## src/rtl/alu_pkg.sv

```systemverilog
// Shared definitions for the two-port ALU arbiter: opcodes, FSM states, datapath width.
package alu_pkg;

    localparam int DATA_W = 8;

    localparam logic [2:0] OP_ADD  = 3'b000;
    localparam logic [2:0] OP_SUB  = 3'b001;
    localparam logic [2:0] OP_AND  = 3'b010;
    localparam logic [2:0] OP_OR   = 3'b011;
    localparam logic [2:0] OP_XOR  = 3'b100;
    localparam logic [2:0] OP_NOR  = 3'b101;
    localparam logic [2:0] OP_NAND = 3'b110;
    localparam logic [2:0] OP_XNOR = 3'b111;

    typedef enum logic [1:0] {
        IDLE = 2'd0,
        EXEC = 2'd1,
        RESP = 2'd2
    } state_t;

    function automatic logic is_arith(input logic [2:0] op);
        return (op == OP_ADD) || (op == OP_SUB);
    endfunction

endpackage

```

## src/rtl/alu_8bit.sv

```systemverilog
// Combinational 8-bit ALU: add/sub with carry-out (borrow on sub) plus six bitwise ops.
// Latency: zero cycles. Backpressure: none, pure logic.
// Carry is only meaningful for ADD/SUB; the caller masks it for logic ops.
module alu_8bit
    import alu_pkg::*;
#(
    parameter int W = alu_pkg::DATA_W
) (
    input  logic [W-1:0] a,
    input  logic [W-1:0] b,
    input  logic [2:0]   op,
    output logic [W-1:0] result,
    output logic         carry
);

    logic [W:0] sum;

    always_comb begin
        sum    = '0;
        result = '0;
        carry  = 1'b0;
        case (op)
            OP_ADD: begin
                sum    = {1'b0, a} + {1'b0, b};
                result = sum[W-1:0];
                carry  = sum[W];
            end
            OP_SUB: begin
                // Bit W of the widened difference is set exactly when a < b.
                sum    = {1'b0, a} - {1'b0, b};
                result = sum[W-1:0];
                carry  = sum[W];
            end
            OP_AND:  result = a & b;
            OP_OR:   result = a | b;
            OP_XOR:  result = a ^ b;
            OP_NOR:  result = ~(a | b);
            OP_NAND: result = ~(a & b);
            OP_XNOR: result = ~(a ^ b);
            default: result = '0;
        endcase
    end

endmodule

```

## src/rtl/alu_arbiter.sv

```systemverilog
// Round-robin arbiter/sequencer sharing one ALU between two requesters.
// Latency: accept at T, response valid from T+2; minimum issue interval 3 cycles.
// Backpressure: holds RESP with stable outputs until rsp_ready; requests wait outside IDLE.
module alu_arbiter
    import alu_pkg::*;
#(
    parameter int DATA_W = alu_pkg::DATA_W
) (
    input  logic              clk,
    input  logic              rst_n,
    input  logic              req0_valid,
    output logic              req0_ready,
    input  logic [DATA_W-1:0] req0_a,
    input  logic [DATA_W-1:0] req0_b,
    input  logic [2:0]        req0_op,
    input  logic              req1_valid,
    output logic              req1_ready,
    input  logic [DATA_W-1:0] req1_a,
    input  logic [DATA_W-1:0] req1_b,
    input  logic [2:0]        req1_op,
    output logic              rsp_valid,
    input  logic              rsp_ready,
    output logic              rsp_id,
    output logic [DATA_W-1:0] rsp_result,
    output logic              rsp_carry,
    output logic              busy
);

    state_t            state;
    logic              last_grant;
    logic [DATA_W-1:0] a_q;
    logic [DATA_W-1:0] b_q;
    logic [2:0]        op_q;
    logic              id_q;

    logic              grant_id;
    logic              accept;
    logic [DATA_W-1:0] alu_result;
    logic              alu_carry;

    // On a tie the requester that did not win last time gets the slot.
    always_comb begin
        grant_id   = (req0_valid && req1_valid) ? ~last_grant : req1_valid;
        accept     = rst_n && (state == IDLE) && (req0_valid || req1_valid);
        req0_ready = accept && !grant_id;
        req1_ready = accept && grant_id;
    end

    alu_8bit #(.W(DATA_W)) u_alu (
        .a      (a_q),
        .b      (b_q),
        .op     (op_q),
        .result (alu_result),
        .carry  (alu_carry)
    );

    always_ff @(posedge clk or negedge rst_n) begin
        if (!rst_n) begin
            state      <= IDLE;
            last_grant <= 1'b1;
            a_q        <= '0;
            b_q        <= '0;
            op_q       <= OP_ADD;
            id_q       <= 1'b0;
            rsp_valid  <= 1'b0;
            rsp_id     <= 1'b0;
            rsp_result <= '0;
            rsp_carry  <= 1'b0;
            busy       <= 1'b0;
        end else begin
            case (state)
                IDLE: begin
                    if (accept) begin
                        a_q        <= grant_id ? req1_a  : req0_a;
                        b_q        <= grant_id ? req1_b  : req0_b;
                        op_q       <= grant_id ? req1_op : req0_op;
                        id_q       <= grant_id;
                        last_grant <= grant_id;
                        busy       <= 1'b1;
                        state      <= EXEC;
                    end
                end
                EXEC: begin
                    rsp_result <= alu_result;
                    rsp_carry  <= alu_carry && is_arith(op_q);
                    rsp_id     <= id_q;
                    rsp_valid  <= 1'b1;
                    state      <= RESP;
                end
                RESP: begin
                    if (rsp_ready) begin
                        rsp_valid <= 1'b0;
                        busy      <= 1'b0;
                        state     <= IDLE;
                    end
                end
                default: begin
                    rsp_valid <= 1'b0;
                    busy      <= 1'b0;
                    state     <= IDLE;
                end
            endcase
        end
    end

endmodule

```

## config.mk

```make
export PLATFORM = sky130hd
export DESIGN_NAME = alu_arbiter
export DESIGN_NICKNAME = d
export VERILOG_FILES = /design/src/rtl/alu_pkg.sv /design/src/rtl/alu_8bit.sv /design/src/rtl/alu_arbiter.sv
export SDC_FILE = /design/constraint.sdc
export NUM_CORES = 1
export LEC_CHECK = 0
export BUFFER_PORTS_ARGS = -buffer_cell sky130_fd_sc_hd__buf_2
export CORE_MARGIN = 4
export CORE_UTILIZATION = 50
export CTS_CLUSTER_DIAMETER = 200
export CTS_CLUSTER_SIZE = 40
export DETAILED_ROUTE_END_ITERATION = 12
export HOLD_SLACK_MARGIN = 0.15
export PLACE_DENSITY = 0.79
export SLEW_MARGIN = 20
export SYNTH_ARGS = -nofsm -noshare
export SYNTH_HDL_FRONTEND = slang
export SYNTH_SLANG_ARGS = --single-unit
```

## constraint.sdc

```tcl
create_clock -name clk -period 2.1 [get_ports clk]
set_clock_uncertainty 0.1 [all_clocks]
set_input_delay 0.315 -clock clk [delete_from_list [all_inputs] [get_ports clk]]
set_output_delay 0.315 -clock clk [all_outputs]
set_load 0.02 [all_outputs]
```

======== Yosys cells after proc, flatten, opt, wreduce, memory -nomap -nowiden ========
Index checks and enable logic that the tools add are counted.
cells by class
  mux-type cells .......................... 13
  equality and inequality tests ........... 11
  reductions and logical operators ........ 15
  $add $sub $neg .......................... 2
  bitwise operators ....................... 9
operators with widths
  operator                                       count
  case mux 8 bit (8 select lines)                1
  NOT 8 bit                                      3
  two-way mux 8 bit                              2
  == test 3 bit, second input constant           4
  adder 8 x 8 -> 9 bit                           1
  subtractor 8 x 8 -> 9 bit                      1
  AND 8 bit                                      1
  bitwise OR 8 bit                               1
  bitwise XOR 8 bit                              1
  == test 3 x 2 -> 1 bit, second input constant  2
  logical AND 1 bit                              6
  case mux 1 bit (3 select lines)                2
  case mux 2 bit (3 select lines)                1
  AND reduction 2 bit                            3
  two-way mux 2 bit                              2
  != test 2 bit, second input constant           2
  == test 3 x 1 -> 1 bit, second input constant  1
  logical NOT 3 bit                              1
  two-way mux 1 bit                              3
  two-way mux 3 bit                              1
  NOT 1 bit                                      3
  AND reduction 3 bit                            1
  == test 2 x 1 -> 1 bit, second input constant  1
  == test 2 bit, second input constant           1
  4 further kinds                                5
word-level totals
  bits in registers ....................... 35
  output and inout bits ................... 14
  input port bits ......................... 43
  word-level logic and storage cells ...... 61

======== Logic depth before layout (Yosys ltp) ========
Gate-level depths: netlist (run 1).
  depth in word-level cells ............... 5
  mapped depth ............................ 9
  gate-level depth less buffers ........... 9

======== Hierarchy ========
A second synthesis (run 1) with hierarchy kept.
second synthesis, totals
  cells, all modules ...................... 341
  area total of the unflattened synthesis .. 2985.4 sq um
by module, submodules not included
  module       instances  seq. area each (sq um)  area each (sq um)  cells each
  alu_arbiter  1          877.1                   1522.7             132
  alu_8bit     1          0.0                     1462.7             209

======== Worst setup path before layout (run 1) ========
OpenSTA, ideal clock, no wires.
  path kind ............................... register to register
  start ................................... register a_q[5]
  end ..................................... register rsp_result[7]
  path buffers ............................ 0
  setup slack ............................. -184 ps
  data arrival time ....................... 2119 ps
  period minus slack after synthesis ...... 2284 ps
  required time ........................... 1935 ps
  library setup time ...................... 65 ps
  cell stages (with the launch flop) ...... 9
  cell sequence ........................... dfrtp_1 -> inv_1 -> ha_1 -> or3_1 -> or2_0 -> o221a_1 -> o2111a_1 -> nor4_1 -> o22a_1
between the ends
  longest elaborated chain between the ends .. 2
  elaborated cells between the ends (all ways) .. 3
  those cells by class .................... add/sub (2); mux (1)
ends and longest elaborated chain
  what                                                               RTL line                        text
  from (decl)                                                        alu_arbiter.sv:31               logic [DATA_W-1:0] a_q;
  from (signal assigned)                                             alu_arbiter.sv:74               a_q <= grant_id ? req1_a : req0_a;
  subtractor 8 x 8 -> 9 bit or adder 8 x 8 -> 9 bit (tied branches)  alu_8bit.sv:30, alu_8bit.sv:24
  case mux 8 bit (8 select lines) (*)                                alu_8bit.sv:22                  case (op)
  to (signal assigned)                                               alu_arbiter.sv:84               rsp_result <= alu_result;
  to (decl)                                                          alu_arbiter.sv:24               output logic [DATA_W-1:0] rsp_result,
Every way passes the cells marked *; elsewhere a longest branch is shown, timed or not.
A chain may end at the register's enable or synchronous reset.

======== Worst setup path in the final report (run 1) ========
  start ................................... register a_q[4]
  end ..................................... register rsp_result[7]
The elaborated chain is that of the path after synthesis.

==> reports/metrics.csv, run 1 <==
stage,metric,value,unit
outcome,status,finished with violations,
outcome,failing checks,setup timing,
clock_network,CTS tree,yes,
sta,Final WS setup,-0.2161,ns
grt,GRT Overall Usage,0.2261,
sta,final number of hold-violating endpoints,0,
setup_path,Setup crit end kind,flop,
grt,initial antenna violation count,0,
place,Placed Area,0.003527,sq mm
route,WL final,7853,um
power,LEAKAGE,1.895,nW
setup_path,CP required,2.25,ns
clock_network,root buffer cell,clkbuf_8,
yosys,Synth Register Bits,35,
yosys,net count after synthesis,394,
power,Power per Cell Area,1680,mW/mm^2
layout,P&R area growth vs syn,38.71,%
layout,final net count,501,
floorplanning,die area,0.006867,sq mm
floorplanning,Ports,57,
setup_path,Setup CP Type,flop to flop,
route,via count,2780,
layout,"commonest non-fill, non-tap cell in the layout",buf_4,
yosys,main flop type after synthesis,dfrtp_1,
layout,sequential cell area,878.3,sq um
grt,vias in the first global route,2672,
worst_hold_path,HP Class,input pin to flop,
place,# port buffers,56,
sta,crit path time final,2.316,ns
floorplanning,die height,82.87,um
route,DRC viols,0,
layout,Final Util,0.7377,
setup_path,startpoint types,flop,
sta,final setup fails,3,
sta,Least-Margin Pin Slew,0.5307,ns
power,Pwr Total,6.532,mW
floorplanning,Core Area,0.005270,sq mm
layout,multi-input logic area,0.001928,sq mm
place,Placer Congestion,0.9220,
setup_path,Crit path arrival time,2.46,ns
route,Via density,5.527,
sta,highest clock rate,431.8,MHz
yosys,"Seq/Total Area, Yosys",0.3129,
route,First DRT Iteration DRCs,214,
route,Routed WL per cell,15.61,um
power,maximum vdd ir drop,0.9340,mV
clock_network,clock-pin slew on the worst setup and hold paths,0.09,ns
sta,final period utilization,1.103,
sta,worst hold slack,0.1799,ns
yosys,Synth Instances,325,
route,drt pass-1 iters,4,
yosys,Ys Warns,0,
sta,final slew viol count,0,
flow_run,MaxCap Viol Count,0,
floorplanning,# rows,26,
sta,RSZ-0062 raised after global routing,yes,
layout,"commonest cells after routing, fill and taps aside","60 x buf_4, 56 x buf_2, 47 x nand2_1",
place,post-place setup slack,-0.1926,ns
clock_network,CTS Sinks,35,
sta,worst rel slew slack,0.6462,
setup_path,worst reg2reg path depth,8,
clock_network,htree depth,2,
layout,cell area after layout,0.003887,sq mm
clock_network,clock latency on the worst-skew pair,0.29,ns
floorplanning,Starting Density,0.5318,
grt,grt ovf,0,
place,DP HPWL,5815,um
layout,layout cells sized above 1,0.3834,
yosys,Post-synth ARST share,1.000,
setup_path,crit-path max FO,3,
layout,diode count,0,
grt,largest net degree at the start of global routing,36,
clock_network,CTS Buffer Depth,2,
grt,first-pass GRT wire length,12870,um
worst_hold_path,Worst Hold Depth,4,
yosys,synthesized area,0.002803,sq mm
route,Routed Antenna Nets,0,
floorplanning,Die W,82.87,um
yosys,number of synthesized flops with an enable pin,0,
layout,Filler cells,385,
yosys,Synth Area per Inst,8.624,sq um
yosys,Yosys cell types,55,
clock_network,TritonCTS buffer count,5,
[per-layer routing]
metal	global-route usage	vias up	part of all wire
met5	0	-	0
met4	0.09361	0	0.026
met3	0.02970	18	0.069
met2	0.3761	111	0.48
met1	0.2947	1293	0.42
li1	-	1358	-
[worst paths after layout]
check | startpoint | end | slack (ns)
setup reg to reg | a_q[4] | rsp_result[7] | -0.22
hold / removal | rsp_ready | state[1] | 0.18
min in group asynchronous | rst_n | rsp_carry | 0.52
max in group asynchronous | rst_n | b_q[0] | 1.03
setup / recovery | a_q[4] | rsp_result[7] | -0.22
hold reg to reg | rsp_result[0] | rsp_result[0] | 0.37
[cells in the mapped netlist (2+ instances only)]
cell | instances | area, sq um
xnor2_1 | 9 | 78.83
a21o_1 | 6 | 45.04
o21ba_2 | 2 | 20.02
nor2_1 | 16 | 60.06
a21oi_1 | 11 | 55.05
a22oi_1 | 2 | 15.01
nor3_1 | 5 | 25.02
mux2i_1 | 24 | 240.2
clkbuf_1 | 8 | 30.03
nand2_1 | 47 | 176.4
a211oi_1 | 3 | 22.52
buf_6 | 3 | 33.78
nand2b_1 | 3 | 18.77
nand3_1 | 2 | 10.01
buf_2 | 5 | 25.02
ha_1 | 24 | 300.3
a31oi_1 | 2 | 12.51
o21a_1 | 3 | 22.52
o22a_1 | 2 | 17.52
fa_1 | 2 | 40.04
o21ai_0 | 35 | 175.2
o31ai_1 | 2 | 15.01
o22ai_1 | 2 | 12.51
buf_1 | 3 | 11.26
o21bai_1 | 4 | 30.03
xor2_1 | 3 | 26.28
o211ai_1 | 7 | 52.55
nor4_1 | 3 | 18.77
inv_1 | 22 | 82.58
nor2b_1 | 5 | 31.28
dfrtp_1 | 34 | 850.8
a221oi_1 | 3 | 26.28
[layout make-up]
| class | count | area share |
|---|---|---|
| Clock buffer | 5 | 0.01770 |
| Timing Repair Buffer | 120 | 0.1992 |
| Inverter | 22 | 0.02124 |
| Multi-Input combinational cell | 248 | 0.4960 |
| Sequential cell | 35 | 0.2259 |
| Clock inverter | 3 | 0.01738 |
| Tap cell | 70 | 0.02253 |
[sequential cells by signal, indices dropped and copies added, names as in the netlist, 2 cells and up]
name and flops:
rsp_result 8, state 2, b_q 8, op_q 3, a_q 8
[worst max-delay path, stage by stage, from the launching register on]
cell      delay [ns]
dfrtp_1         0.40
inv_2           0.09
ha_4            0.21
or3_1           0.37
or2_0           0.22
o221a_1         0.25
o2111a_1        0.27
nor4_2          0.21
o22a_1          0.14
[kinds of logic after synthesis]
group                      Yosys count  share of synthesized area
and+or+nand+nor                     89                     0.1424
muxes                               25                    0.08973
buffers and inverters               42                    0.07009
DFF                                 35                     0.3129
AOI/OAI and AO/OA                   96                     0.2259
xor gates and xnor gates            12                    0.03750
adders and majority gates           26                     0.1214
[per-stage QoR]
stage | TNS, ns | instances
3_5_place_dp | -0.7592 | 489
4_1_cts | -0.2285 | 501
2_1_floorplan | -0.1133 | 325
5_1_grt | -0.9832 | 503
6_report | -0.3735 | 503
3_3_place_gp | -0.3971 | 489
[where the power goes]
group | leakage (nW) | total [mW] | switching [mW] | internal, mW
logic | 1.41 | 4.54 | 2.33 | 2.21
clock network | 0.0644 | 0.749 | 0.275 | 0.474
registers | 0.425 | 1.25 | 0.279 | 0.968
[what timing repair did]
| item | 4_1_cts | 5_1_grt |
|---|---|---|
| pin swaps | 4 | 7 |
| endpoints found under the hold margin | 34 | 0 |
| resized for setup | 15 | 23 |
| hold buffers | 1 | 0 |
| buffers inserted | 3 | 2 |
| endpoints found under the setup margin | 6 | 7 |
Note: power is estimated with default switching activity, not from simulation.
==> run 2, diff against run 1 <==
--- a/config.mk
+++ b/config.mk
@@ -7,12 +7,14 @@
 export LEC_CHECK = 0
 export BUFFER_PORTS_ARGS = -buffer_cell sky130_fd_sc_hd__buf_2
 export CORE_MARGIN = 4
-export CORE_UTILIZATION = 50
+export CORE_UTILIZATION = 55
+export CTS_BUF_LIST = sky130_fd_sc_hd__clkbuf_8
 export CTS_CLUSTER_DIAMETER = 200
 export CTS_CLUSTER_SIZE = 40
 export DETAILED_ROUTE_END_ITERATION = 12
 export HOLD_SLACK_MARGIN = 0.15
-export PLACE_DENSITY = 0.79
+export PLACE_DENSITY = 0.82
+export REMOVE_ABC_BUFFERS = 1
 export SLEW_MARGIN = 20
 export SYNTH_ARGS = -nofsm -noshare
 export SYNTH_HDL_FRONTEND = slang
==> constraint.sdc (replaced) <==
create_clock -name clk -period 2.33 [get_ports clk]
set_clock_uncertainty 0.1 [all_clocks]
set_input_delay 0.3495 -clock clk [delete_from_list [all_inputs] [get_ports clk]]
set_output_delay 0.3495 -clock clk [all_outputs]
set_load 0.02 [all_outputs]
==> reports/metrics.csv, run 2 (synthesis gave the netlist of run 1 again) <==
stage,metric,value,unit,change
outcome,status,finished with violations,,
outcome,failing checks,setup timing,,
sta,crit path time final,2.391,ns,+0.07495 ns
grt,largest net degree at the start of global routing,36,,unchanged
route,WL final,7560,um,-3.7%
sta,worst rel slew slack,0.6039,,-0.04225
route,met1 wire length,3059,um,-8.0%
flow_run,MaxCap Viol Count,0,,unchanged
power,NetSw,2.396,mW,-17%
route,met2 WL,3566,um,-5.7%
setup_path,"delay-heaviest family, CP",simple AND/OR/NAND/NOR gates,,
setup_path,Setup CP Type,flop to flop,,
setup_path,Worst path max stage delay,0.40,ns,about the same
route,via count,2723,,-2.1%
route,highest routed layer,met4,,
sta,worst hold slack,0.2040,ns,+0.02413 ns
route,met3 wire length,696,um,+29%
sta,final period utilization,1.026,,-0.07670
layout,"commonest cells after routing, fill and taps aside","56 x buf_2, 47 x nand2_1, 35 x o21ai_0",,
setup_path,Setup crit end kind,flop,,
route,First DRT Iteration DRCs,358,,+67%
layout,layout cells sized above 1,0.3020,,-0.08139
place,DP HPWL,5290,um,-9.0%
sta,Final WS setup,-0.06102,ns,+0.1550 ns
sta,highest clock rate,418.2,MHz,-3.1%
layout,cell area after layout,0.003522,sq mm,-9.4%
clock_network,TritonCTS buffer count,5,,unchanged
floorplanning,die height,79.39,um,-4.2%
power,power share of the sequential group,0.220,,+0.029
clock_network,CTS tree,yes,,
power,switching share of power,0.4671,,+0.02601
power,LEAKAGE,1.728,nW,-8.8%
floorplanning,Starting Density,0.5818,,+0.05000
setup_path,crit-path max FO,3,,unchanged
layout,diode count,0,,unchanged
layout,biggest regs,"a_q (8), b_q (8), rsp_result (8)",,
grt,grt ovf,0,,unchanged
place,Placed Area,0.003267,sq mm,-7.4%
grt,vias in the first global route,2586,,-3.2%
setup_path,Crit path arrival time,2.53,ns,+0.07 ns
clock_network,CTS Sinks,35,,unchanged
power,maximum vdd ir drop,0.7999,mV,-14%
route,drt pass-1 iters,5,,+1
route,Routed WL per cell,16.05,um,+2.8%
clock_network,clock latency on the worst-skew pair,0.29,ns,about the same
sta,Least-Margin Pin Slew,0.5915,ns,+0.06077 ns
clock_network,root buffer cell,clkbuf_8,,
floorplanning,Ports,57,,unchanged
power,Logic pwr share,0.667,,-0.027
place,Placer Congestion,0.9521,,+3.3%
setup_path,CP max stage cell,dfrtp_1,,
power,Power per Cell Area,1457,mW/mm^2,-13%
floorplanning,die area,0.006302,sq mm,-8.2%
sta,final setup fails,1,,-2
sta,RSZ-0062 raised after global routing,yes,,
sta,setup TNS,-0.06102,ns,+0.3124 ns
setup_path,startpoint types,flop,,
grt,GRT Overall Usage,0.2355,,+0.009342
floorplanning,Die W,79.39,um,-4.2%
route,Routed Antenna Nets,0,,unchanged
layout,"commonest non-fill, non-tap cell in the layout",buf_2,,
place,# port buffers,56,,unchanged
worst_hold_path,HP Class,input pin to flop,,
floorplanning,# rows,25,,-3.8%
power,Power Internal,2.734,mW,-25%
sta,final slew viol count,0,,unchanged
sta,final number of hold-violating endpoints,0,,unchanged
layout,final net count,472,,-5.8%
clock_network,CTS Buffer Depth,2,,unchanged
setup_path,CP bufs+invs,1,,unchanged
clock_network,clock-pin slew on the worst setup and hold paths,0.08,ns,about the same
floorplanning,Core Area,0.004817,sq mm,-8.6%
power,clock network power share,0.113,,-0.002
route,DRC viols,0,,unchanged
clock_network,htree depth,2,,unchanged
setup_path,crit-path cells,"inv_1, ha_4, or3_4, or2_0, o221a_1, o2111a_1, nor4_2, o22a_1",,
grt,initial antenna violation count,0,,unchanged
grt,first-pass GRT wire length,11590,um,-9.9%
route,Via density,5.781,,+4.6%
setup_path,CP required,2.47,ns,+0.22 ns
layout,P&R area growth vs syn,25.67,%,
[run 2: cell types whose count changed in the layout (fill, tap and decap cells not counted), moves of 2 or more]
cell,before,now
a211oi_1,0,2
a211oi_2,3,1
buf_4,60,34
buf_6,3,0
ha_1,17,21
ha_4,6,3
inv_1,15,18
inv_2,7,4
o21ai_0,31,35
o21ai_1,4,0
[run 2: final timing paths]
check	slack, ns	start	to	cells after the start
max in group asynchronous	1.17	rst_n	last_grant	3
min	0.20	rsp_ready	state[1]	4
max reg2reg	-0.06	b_q[3]	rsp_result[7]	8
max	-0.06	b_q[3]	rsp_result[7]	8
min in group asynchronous	0.61	rst_n	a_q[2]	3
min reg2reg	0.38	rsp_result[0]	rsp_result[0]	2
[run 2: layout make-up]
| type | instances | area, sq um |
|---|---|---|
| Clock inverter | 2 | 35.03 |
| Multi-Input combinational cell | 248 | 1815 |
| Timing Repair Buffer | 91 | 545.5 |
| Clock buffer | 6 | 82.58 |
| Sequential cell | 35 | 877.1 |
| Fill cell | 368 | 1295 |
| Tap cell | 67 | 83.83 |
| Inverter | 22 | 82.58 |
[run 2: power by group through the flow]
| stage | Sequential (mW) | Clock [mW] | Combinational (mW) |
|---|---|---|---|
| CTS | 1.11 | 0.584 | 3.10 |
| global placement | 1.11 | 0 | 2.92 |
| floorplan | 1.29 | 0 | 1.86 |
| detailed placement | 1.13 | 0 | 3.02 |
| finish | 1.13 | 0.578 | 3.42 |
| global route | 1.17 | 0.608 | 3.72 |
[run 2: timing repair]
| action | CTS | global route |
|---|---|---|
| gates resized for setup | 3 | 15 |
| setup endpoints to repair | 1 | 5 |
| endpoints found under the hold margin | 34 | 0 |
| hold buffers | 1 | 0 |
| pin swaps | 0 | 2 |
| setup buffers | 1 | 5 |
[run 2: metrics by stage]
step                      worst slack [ns]  instances  power (mW)    util
after global routing               -0.1237        471       5.494  0.7312
after detailed placement          -0.03883        456       4.144  0.6782
after floorplan                    -0.3971        305       3.146       -
after CTS                          0.01270        466       4.797  0.7088
after global placement             0.05690        456       4.033  0.6782
final                             -0.06102        471       5.130  0.7312
[run 2: worst register-to-register path, cell delays in order, from the launching register on]
cell	delay (ns)
dfrtp_1	0.40
inv_1	0.12
ha_4	0.22
or3_4	0.33
or2_0	0.20
o221a_1	0.24
o2111a_1	0.26
nor4_2	0.29
o22a_1	0.17
[run 2: routing by layer]
metal,track usage,up-vias
met3,0.05418,26
met2,0.4015,157
met1,0.2815,1237
li1,-,1303
met4,0.1065,0
met5,0,-
